--- src/rtl/mexiko_uart_pkg.sv ---
// Shared types and constants for the debug-link UART receiver.
package mexiko_uart_pkg;
  typedef enum logic [2:0] {IDLE, START, DATA, PARITY, STOP, BREAK} uart_rx_state_e;

  localparam int OVERSAMPLE    = 16;
  localparam int SAMPLE_TICK_A = 7;
  localparam int SAMPLE_TICK_B = 8;
  localparam int SAMPLE_TICK_C = 9;

  // floor(clk/(baud*16)); dividing in two steps gives the same floor and cannot overflow
  function automatic int uart_div(input int clk_hz, input int baud);
    return (clk_hz / baud) / OVERSAMPLE;
  endfunction
endpackage

--- src/rtl/uart_rx_fifo.sv ---
// Byte FIFO behind the receiver: drops on full unless the same cycle pops.
module uart_rx_fifo #(
  parameter int FIFO_DEPTH = 8
) (
  input  logic       sys_clk_i,
  input  logic       areset_n_i,
  input  logic       push_i,
  input  logic [7:0] wdata_i,
  input  logic       pop_i,
  output logic [7:0] rdata_o,
  output logic       valid_o,
  output logic       overrun_o
);
  localparam int AW = $clog2(FIFO_DEPTH);

  if (FIFO_DEPTH < 2 || (FIFO_DEPTH & (FIFO_DEPTH - 1)) != 0) begin : g_depth_chk
    $error("uart_rx_fifo: FIFO_DEPTH must be a power of two >= 2");
  end

  logic [AW:0]                  wr_ptr, rd_ptr;
  logic [FIFO_DEPTH-1:0][7:0]   mem;
  logic                         full, empty, do_pop, do_push;

  assign empty   = (wr_ptr == rd_ptr);
  assign full    = (wr_ptr[AW] != rd_ptr[AW]) && (wr_ptr[AW-1:0] == rd_ptr[AW-1:0]);
  assign do_pop  = pop_i && !empty;
  assign do_push = push_i && (!full || do_pop);

  always_ff @(posedge sys_clk_i or negedge areset_n_i) begin
    if (!areset_n_i) begin
      wr_ptr    <= '0;
      rd_ptr    <= '0;
      mem       <= '0;
      overrun_o <= 1'b0;
    end else begin
      if (do_push) begin
        mem[wr_ptr[AW-1:0]] <= wdata_i;
        wr_ptr              <= wr_ptr + 1'b1;
      end
      if (do_pop) rd_ptr <= rd_ptr + 1'b1;
      overrun_o <= push_i && full && !do_pop;
    end
  end

  assign rdata_o = mem[rd_ptr[AW-1:0]];
  assign valid_o = !empty;
endmodule

--- src/rtl/uart_rx.sv ---
// 16x-oversampled 8N1 UART receiver with byte FIFO and valid/ready drain.
// Define UART_RX_PARITY_EN for 8E1 frames with a live parity_err_o.
module uart_rx
  import mexiko_uart_pkg::*;
#(
  parameter int CLK_HZ     = 250000000,
  parameter int BAUD       = 115200,
  parameter int FIFO_DEPTH = 8
) (
  input  logic       sys_clk_i,
  input  logic       areset_n_i,
  input  logic       rxd_i,
  output logic [7:0] data_o,
  output logic       valid_o,
  input  logic       ready_i,
  output logic       frame_err_o,
  output logic       parity_err_o,
  output logic       overrun_o,
  output logic       busy_o
);
  localparam int DIV = uart_div(CLK_HZ, BAUD);
  localparam int DW  = (DIV > 1) ? $clog2(DIV) : 1;

  if (DIV < 1) begin : g_div_chk
    $error("uart_rx: CLK_HZ too low for 16x oversampling at BAUD");
  end

  logic           rx_meta, rx_sync, rx_prev;
  logic [1:0]     fill;
  logic [DW-1:0]  div_cnt;
  logic           tick, start_edge, resolve, maj, push;
  uart_rx_state_e state;
  logic [3:0]     os_cnt;
  logic [1:0]     smp;
  logic [2:0]     bit_idx;
  logic [7:0]     shreg;

  // rx_prev only trusts the synchronizer once real line values have filled it,
  // so a line held low through reset release never looks like a start edge.
  always_ff @(posedge sys_clk_i or negedge areset_n_i) begin
    if (!areset_n_i) begin
      rx_meta <= 1'b1;
      rx_sync <= 1'b1;
      rx_prev <= 1'b0;
      fill    <= 2'b00;
    end else begin
      rx_meta <= rxd_i;
      rx_sync <= rx_meta;
      fill    <= {fill[0], 1'b1};
      rx_prev <= fill[1] & rx_sync;
    end
  end

  assign start_edge = (state == IDLE) && rx_prev && !rx_sync;
  assign tick       = (div_cnt == DW'(DIV - 1));

  always_ff @(posedge sys_clk_i or negedge areset_n_i) begin
    if (!areset_n_i)             div_cnt <= '0;
    else if (start_edge || tick) div_cnt <= '0;
    else                         div_cnt <= div_cnt + 1'b1;
  end

  assign resolve = tick && (os_cnt == 4'(SAMPLE_TICK_C));
  assign maj     = (smp[0] & smp[1]) | (smp[0] & rx_sync) | (smp[1] & rx_sync);
  assign push    = (state == STOP) && resolve && maj;
  assign busy_o  = (state != IDLE);

`ifdef UART_RX_PARITY_EN
  logic par_bad;
`endif

  always_ff @(posedge sys_clk_i or negedge areset_n_i) begin
    if (!areset_n_i) begin
      state       <= IDLE;
      os_cnt      <= '0;
      smp         <= '0;
      bit_idx     <= '0;
      shreg       <= '0;
      frame_err_o <= 1'b0;
`ifdef UART_RX_PARITY_EN
      parity_err_o <= 1'b0;
      par_bad      <= 1'b0;
`endif
    end else begin
      frame_err_o <= 1'b0;
`ifdef UART_RX_PARITY_EN
      parity_err_o <= 1'b0;
`endif
      if (tick && state != IDLE && state != BREAK) begin
        os_cnt <= os_cnt + 4'd1;
        if (os_cnt == 4'(SAMPLE_TICK_A)) smp[0] <= rx_sync;
        if (os_cnt == 4'(SAMPLE_TICK_B)) smp[1] <= rx_sync;
      end
      case (state)
        IDLE: if (start_edge) begin
          state  <= START;
          os_cnt <= '0;
        end
        START: if (resolve) begin
          state   <= maj ? IDLE : DATA;
          bit_idx <= '0;
        end
        DATA: if (resolve) begin
          shreg   <= {maj, shreg[7:1]};
          bit_idx <= bit_idx + 3'd1;
`ifdef UART_RX_PARITY_EN
          if (bit_idx == 3'd7) state <= PARITY;
`else
          if (bit_idx == 3'd7) state <= STOP;
`endif
        end
`ifdef UART_RX_PARITY_EN
        PARITY: if (resolve) begin
          par_bad <= maj ^ (^shreg);
          state   <= STOP;
        end
`endif
        STOP: if (resolve) begin
`ifdef UART_RX_PARITY_EN
          parity_err_o <= par_bad;
`endif
          if (maj) state <= IDLE;
          else begin
            frame_err_o <= 1'b1;
            state       <= BREAK;
          end
        end
        BREAK: if (rx_sync) state <= IDLE;
        default: state <= IDLE;
      endcase
    end
  end

`ifndef UART_RX_PARITY_EN
  assign parity_err_o = 1'b0;
`endif

  uart_rx_fifo #(.FIFO_DEPTH(FIFO_DEPTH)) u_fifo (
    .sys_clk_i (sys_clk_i),
    .areset_n_i(areset_n_i),
    .push_i    (push),
    .wdata_i   (shreg),
    .pop_i     (ready_i),
    .rdata_o   (data_o),
    .valid_o   (valid_o),
    .overrun_o (overrun_o)
  );
endmodule

--- config.mk ---
export PLATFORM = sky130hd
export DESIGN_NAME = uart_rx
export DESIGN_NICKNAME = d
export VERILOG_FILES = /design/src/rtl/mexiko_uart_pkg.sv /design/src/rtl/uart_rx_fifo.sv /design/src/rtl/uart_rx.sv
export SDC_FILE = /design/constraint.sdc
export NUM_CORES = 1
export LEC_CHECK = 0
export ABC_AREA = 1
export BUFFER_PORTS_ARGS = -buffer_cell sky130_fd_sc_hd__buf_4
export CAP_MARGIN = 0
export CORE_MARGIN = 2
export CORE_UTILIZATION = 26
export DETAILED_ROUTE_END_ITERATION = 6
export PLACE_DENSITY_LB_ADDON = 0.08
export SYNTH_ARGS = -nofsm -noshare
export SYNTH_HDL_FRONTEND = slang
export SYNTH_HIERARCHICAL = 1
export SYNTH_SLANG_ARGS = --single-unit
--- constraint.sdc ---
create_clock -name sys_clk_i -period 2.55 [get_ports sys_clk_i]
set_input_delay 0.255 -clock sys_clk_i [delete_from_list [all_inputs] [get_ports sys_clk_i]]
set_output_delay 0.255 -clock sys_clk_i [all_outputs]
set_load 0.05 [all_outputs]
==> flow_metrics.tcl <==
set metrics [dict create \
    grtUsageTotal_pct 14.8 \
    postCtsResizedCells 0 \
    rrSetupSlack_ns 0.32 \
    synthMuxAreaShare_pct 0 \
    p_per_area_nw_per_um2 900 \
    cellLeakagePower_nw 3.23 \
    grtUsageMet2_pct 23.3 \
    placedInstanceArea_um2 6010 \
    routabilityCongestion 0.717 \
    fin_skew_ns 0.0117 \
    worst_slew_pin_slew_ns 0.699 \
    clk_pin_slew_worst_paths_ns 0.07 \
    maxCapViolCount 0 \
    synth_compound_area_share_pct 6.17 \
    hpwl_mm 10.7 \
    synthesis.area_um2 5590 \
    yosys_register_bits 107 \
    synthTopCellsByArea "dfrtp_1 47%, nand2_1 16%, nand4_1 7.5%, o21ai_0 3.3%, nor2_1 3.3%" \
    rsz0062_at_grt "no" \
    grt_overflow 0 \
    drc 0 \
    slew_violations 0 \
    rows 53 \
    synth_top_family_by_area "simple AND/OR/NAND/NOR gates" \
    status "finished clean" \
    ys_types 38 \
    cts_max_path_buffers 2 \
    numClockSinks 107 \
    required_ns 2.30 \
    grt_pass1_wl_mm 25.7 \
    hold_class "in2reg" \
    r2r-start "os_cnt[1]" \
    worst-setup-path-type "reg2out" \
    crit_buf_inv 3 \
    cp_top_family "buffers and inverters" \
    whs_ns 0.158 \
    die_h_um 151 \
    fillers 2306 \
    synth_nets 687 \
    fin_cells 963 \
    area_delta_synth_final_pct 13.7 \
    worstSetupEndpointType "primary output" \
    synth-warning-count 6 \
    wl_per_cell_um 16.3 \
    via_count 4657 \
    worstSetupStartpointType "register" \
    hold_viol 0 \
    use_met3_pct 3.18 \
    port_buffers 15 \
    fmax_mhz 435 \
    relSlewSlack_pct 53.1 \
    n_antenna_cell 0 \
    coreArea_um2 21100 \
    drt_iter0_drc 285 \
    crit_start "u_fifo/rd_ptr[0]" \
    dp_cells 945 \
    final_nets 696 \
    min_period_ns 2.30 \
    synth_area_per_cell_um2 8.30 \
    top_usage_layer "met2" \
    grt_pass1_vias 4585 \
    die_area_um2 22700 \
    r2r_cells 10 \
    synthSimpleGateAreaFrac_pct 35.7 \
    reg2reg_to "u_fifo/mem[23]" \
    yosysSeqAreaShare_pct 47.9 \
    peakVddDrop_mv 0.372 \
    endpoint "data_o[6]" \
    dr.pass1.iters 5 \
    finalSetupViolCount 0 \
    yosys.area.top_type "dfrtp_1" \
    slowest_stage "dfrtp_1" \
    initial_utilization_pct 26.5 \
    fin_setup_tns_ns 0 \
    crit_fanout 33 \
    synth_xor_area_share_pct 1.54 \
    path_cells "inv_2 > buf_4 > o21ai_0 > o22ai_1 > nand2_1 > nand2_1 > buf_4" \
    slowest_delay_ns 0.41 \
    cts_tree "yes" \
    yosys.area_share.adder_pct 2.01 \
    wl_mm 15.7 \
    drive_above_1_share_pct 13.2 \
    postCtsHoldBufs 2 \
    critical_path_arrival_ns 2.05 \
    clkLatencyLatePin_ns 0.35 \
    grt_antenna_before_repair 0 \
    post_cts_buffers 0 \
    cts_buffers 9 \
    routed_via_density 4.84 \
    critical_path_cell_count 7 \
    io_pins 17 \
    use_met1_pct 20.7 \
    postLayoutCellArea_um2 6360 \
    grt_max_degree 52 \
    die_w_um 151 \
    min_period_over_period_pct 90.2 \
    postRouteAntennaNets 0 \
    yosysTopAreaCellShare_pct 47.0 \
    htreeDepth 3 \
    synth_cells 674 \
    ctsRootBufferMaster "clkbuf_16" \
]
-- cells by family (layout without fill, tap and decap cells) --
| group | count (synthesis) | after routing |
|---|---|---|
| adder cells (fa/ha/maj) | 9 | 9 |
| AND/OR/NAND/NOR | 412 | 412 |
| buffers and inverters | 70 | 84 |
| AO/OA/AOI/OAI | 65 | 65 |
| flip-flops | 107 | 107 |
| other | 2 | 2 |
| XOR/XNOR | 9 | 9 |
-- layout make-up --
type / count / area [um2] / area share (%)
Multi-Input combinational cell: 497 / 2560 / 40.2
Timing Repair Buffer: 37 / 333 / 5.23
Sequential cell: 107 / 2680 / 42.1
Inverter: 31 / 121 / 1.91
Tap cell: 275 / 344 / 5.41
Clock buffer: 10 / 239 / 3.76
Clock inverter: 6 / 87.6 / 1.38
-- Yosys cell counts --
cell and number:
nand3b_1 1, inv_1 25, nand3_1 26, dfstp_2 2, nand2_1 233, nand4_4 2, a21oi_1 8, inv_4 2
nand2_4 1, nor3b_1 1, and3_1 1, nand4_1 67, nor3_4 2, buf_4 4, nand3_2 2, nor2_2 3
buf_1 3, nor2_4 1, clkbuf_2 7, xnor2_2 1, xnor2_1 4, nand2_2 7, xor2_1 4, clkbuf_1 14
conb_1 2, nor2_1 49, dfrtp_1 105, buf_2 2, buf_6 9, ha_1 9, o21ai_1 4, o21ai_0 37
nand3_4 4, nor3_1 4, o22ai_1 16, nor2_8 2, nor3_2 6, inv_2 4
-- metal layers --
| layer | up-vias | share of wire [%] |
|---|---|---|
| li1 | 2276 | - |
| met1 | 2280 | 48 |
| met2 | 87 | 47 |
| met3 | 14 | 4.0 |
| met4 | 0 | 1.3 |
| met5 | - | 0 |
-- metrics by stage --
| step | total power (W) | util [%] | setup slack [ns] |
|---|---|---|---|
| floorplan | 0.00353 | - | 0.319 |
| global placement | 0.00425 | 28.5 | 0.379 |
| detailed placement | 0.00423 | 28.5 | 0.315 |
| CTS | 0.00580 | 30.2 | 0.241 |
| global route | 0.00613 | 30.2 | 0.0514 |
| finish | 0.00572 | 30.2 | 0.249 |
-- where the power goes --
group	leakage [nW]	internal (W)	switching, W	total, W
sequential	1.46	0.00181	0.000129	0.00193
clock	0.163	0.000891	0.000653	0.00154
combinational	1.61	0.000671	0.00158	0.00225
-- worst register-to-register path, cell delays in order (launching register included) --
cell     delay [ns]
dfrtp_1        0.42
inv_1          0.09
ha_1           0.14
inv_1          0.04
nor2_2         0.23
nand2_4        0.12
nor3_2         0.19
buf_12         0.31
nand3_1        0.36
nand2_1        0.15
nand2_1        0.06
-- worst min path at each step --
stage	from	end	slack, ns	cells past startpoint
floorplan	areset_n_i	bit_idx[0]	-0.04	0
global placement	areset_n_i	u_fifo/mem[30]	0.24	1
detailed placement	areset_n_i	u_fifo/mem[27]	0.24	1
CTS	ready_i	u_fifo/rd_ptr[3]	0.14	3
global route	ready_i	u_fifo/rd_ptr[3]	0.16	3
finish	ready_i	u_fifo/rd_ptr[3]	0.16	3
-- flip-flops by register name, indices dropped and copies added, names as in the netlist, 3 cells and up --
name / cells
state: 3
u_fifo/mem: 64
bit_idx: 3
shreg: 8
u_fifo/wr_ptr: 4
div_cnt: 8
u_fifo/rd_ptr: 4
os_cnt: 4
-- cell usage in the layout, fill, tap and decap left out, types with 2 or more instances in the layout --
cell           netlist  final
nor2_8               2      2
nand4_1             67     67
nand2_2              7      7
nor2_2               3      3
buf_12               0      4
dfrtp_1            105    105
nor2_1              49     49
o22ai_1             16     16
o21ai_0             37     37
nor3_4               2      2
nor3_1               4      3
nor3_2               6      7
conb_1               2      2
ha_1                 9      9
inv_2                4      4
nand2_1            233    233
bufinv_16            0      2
xor2_1               4      4
o21ai_1              4      4
xnor2_1              4      4
nand3_1             26     26
nand4_4              2      2
clkinv_2             0      2
inv_1               25     25
clkbuf_16            0      9
dlygate4sd3_1        0      2
dfstp_2              2      2
buf_4                4     31
a21oi_1              8      8
nand3_2              2      2
inv_4                2      2
nand3_4              4      4
Power figures use the tool's default switching activity.
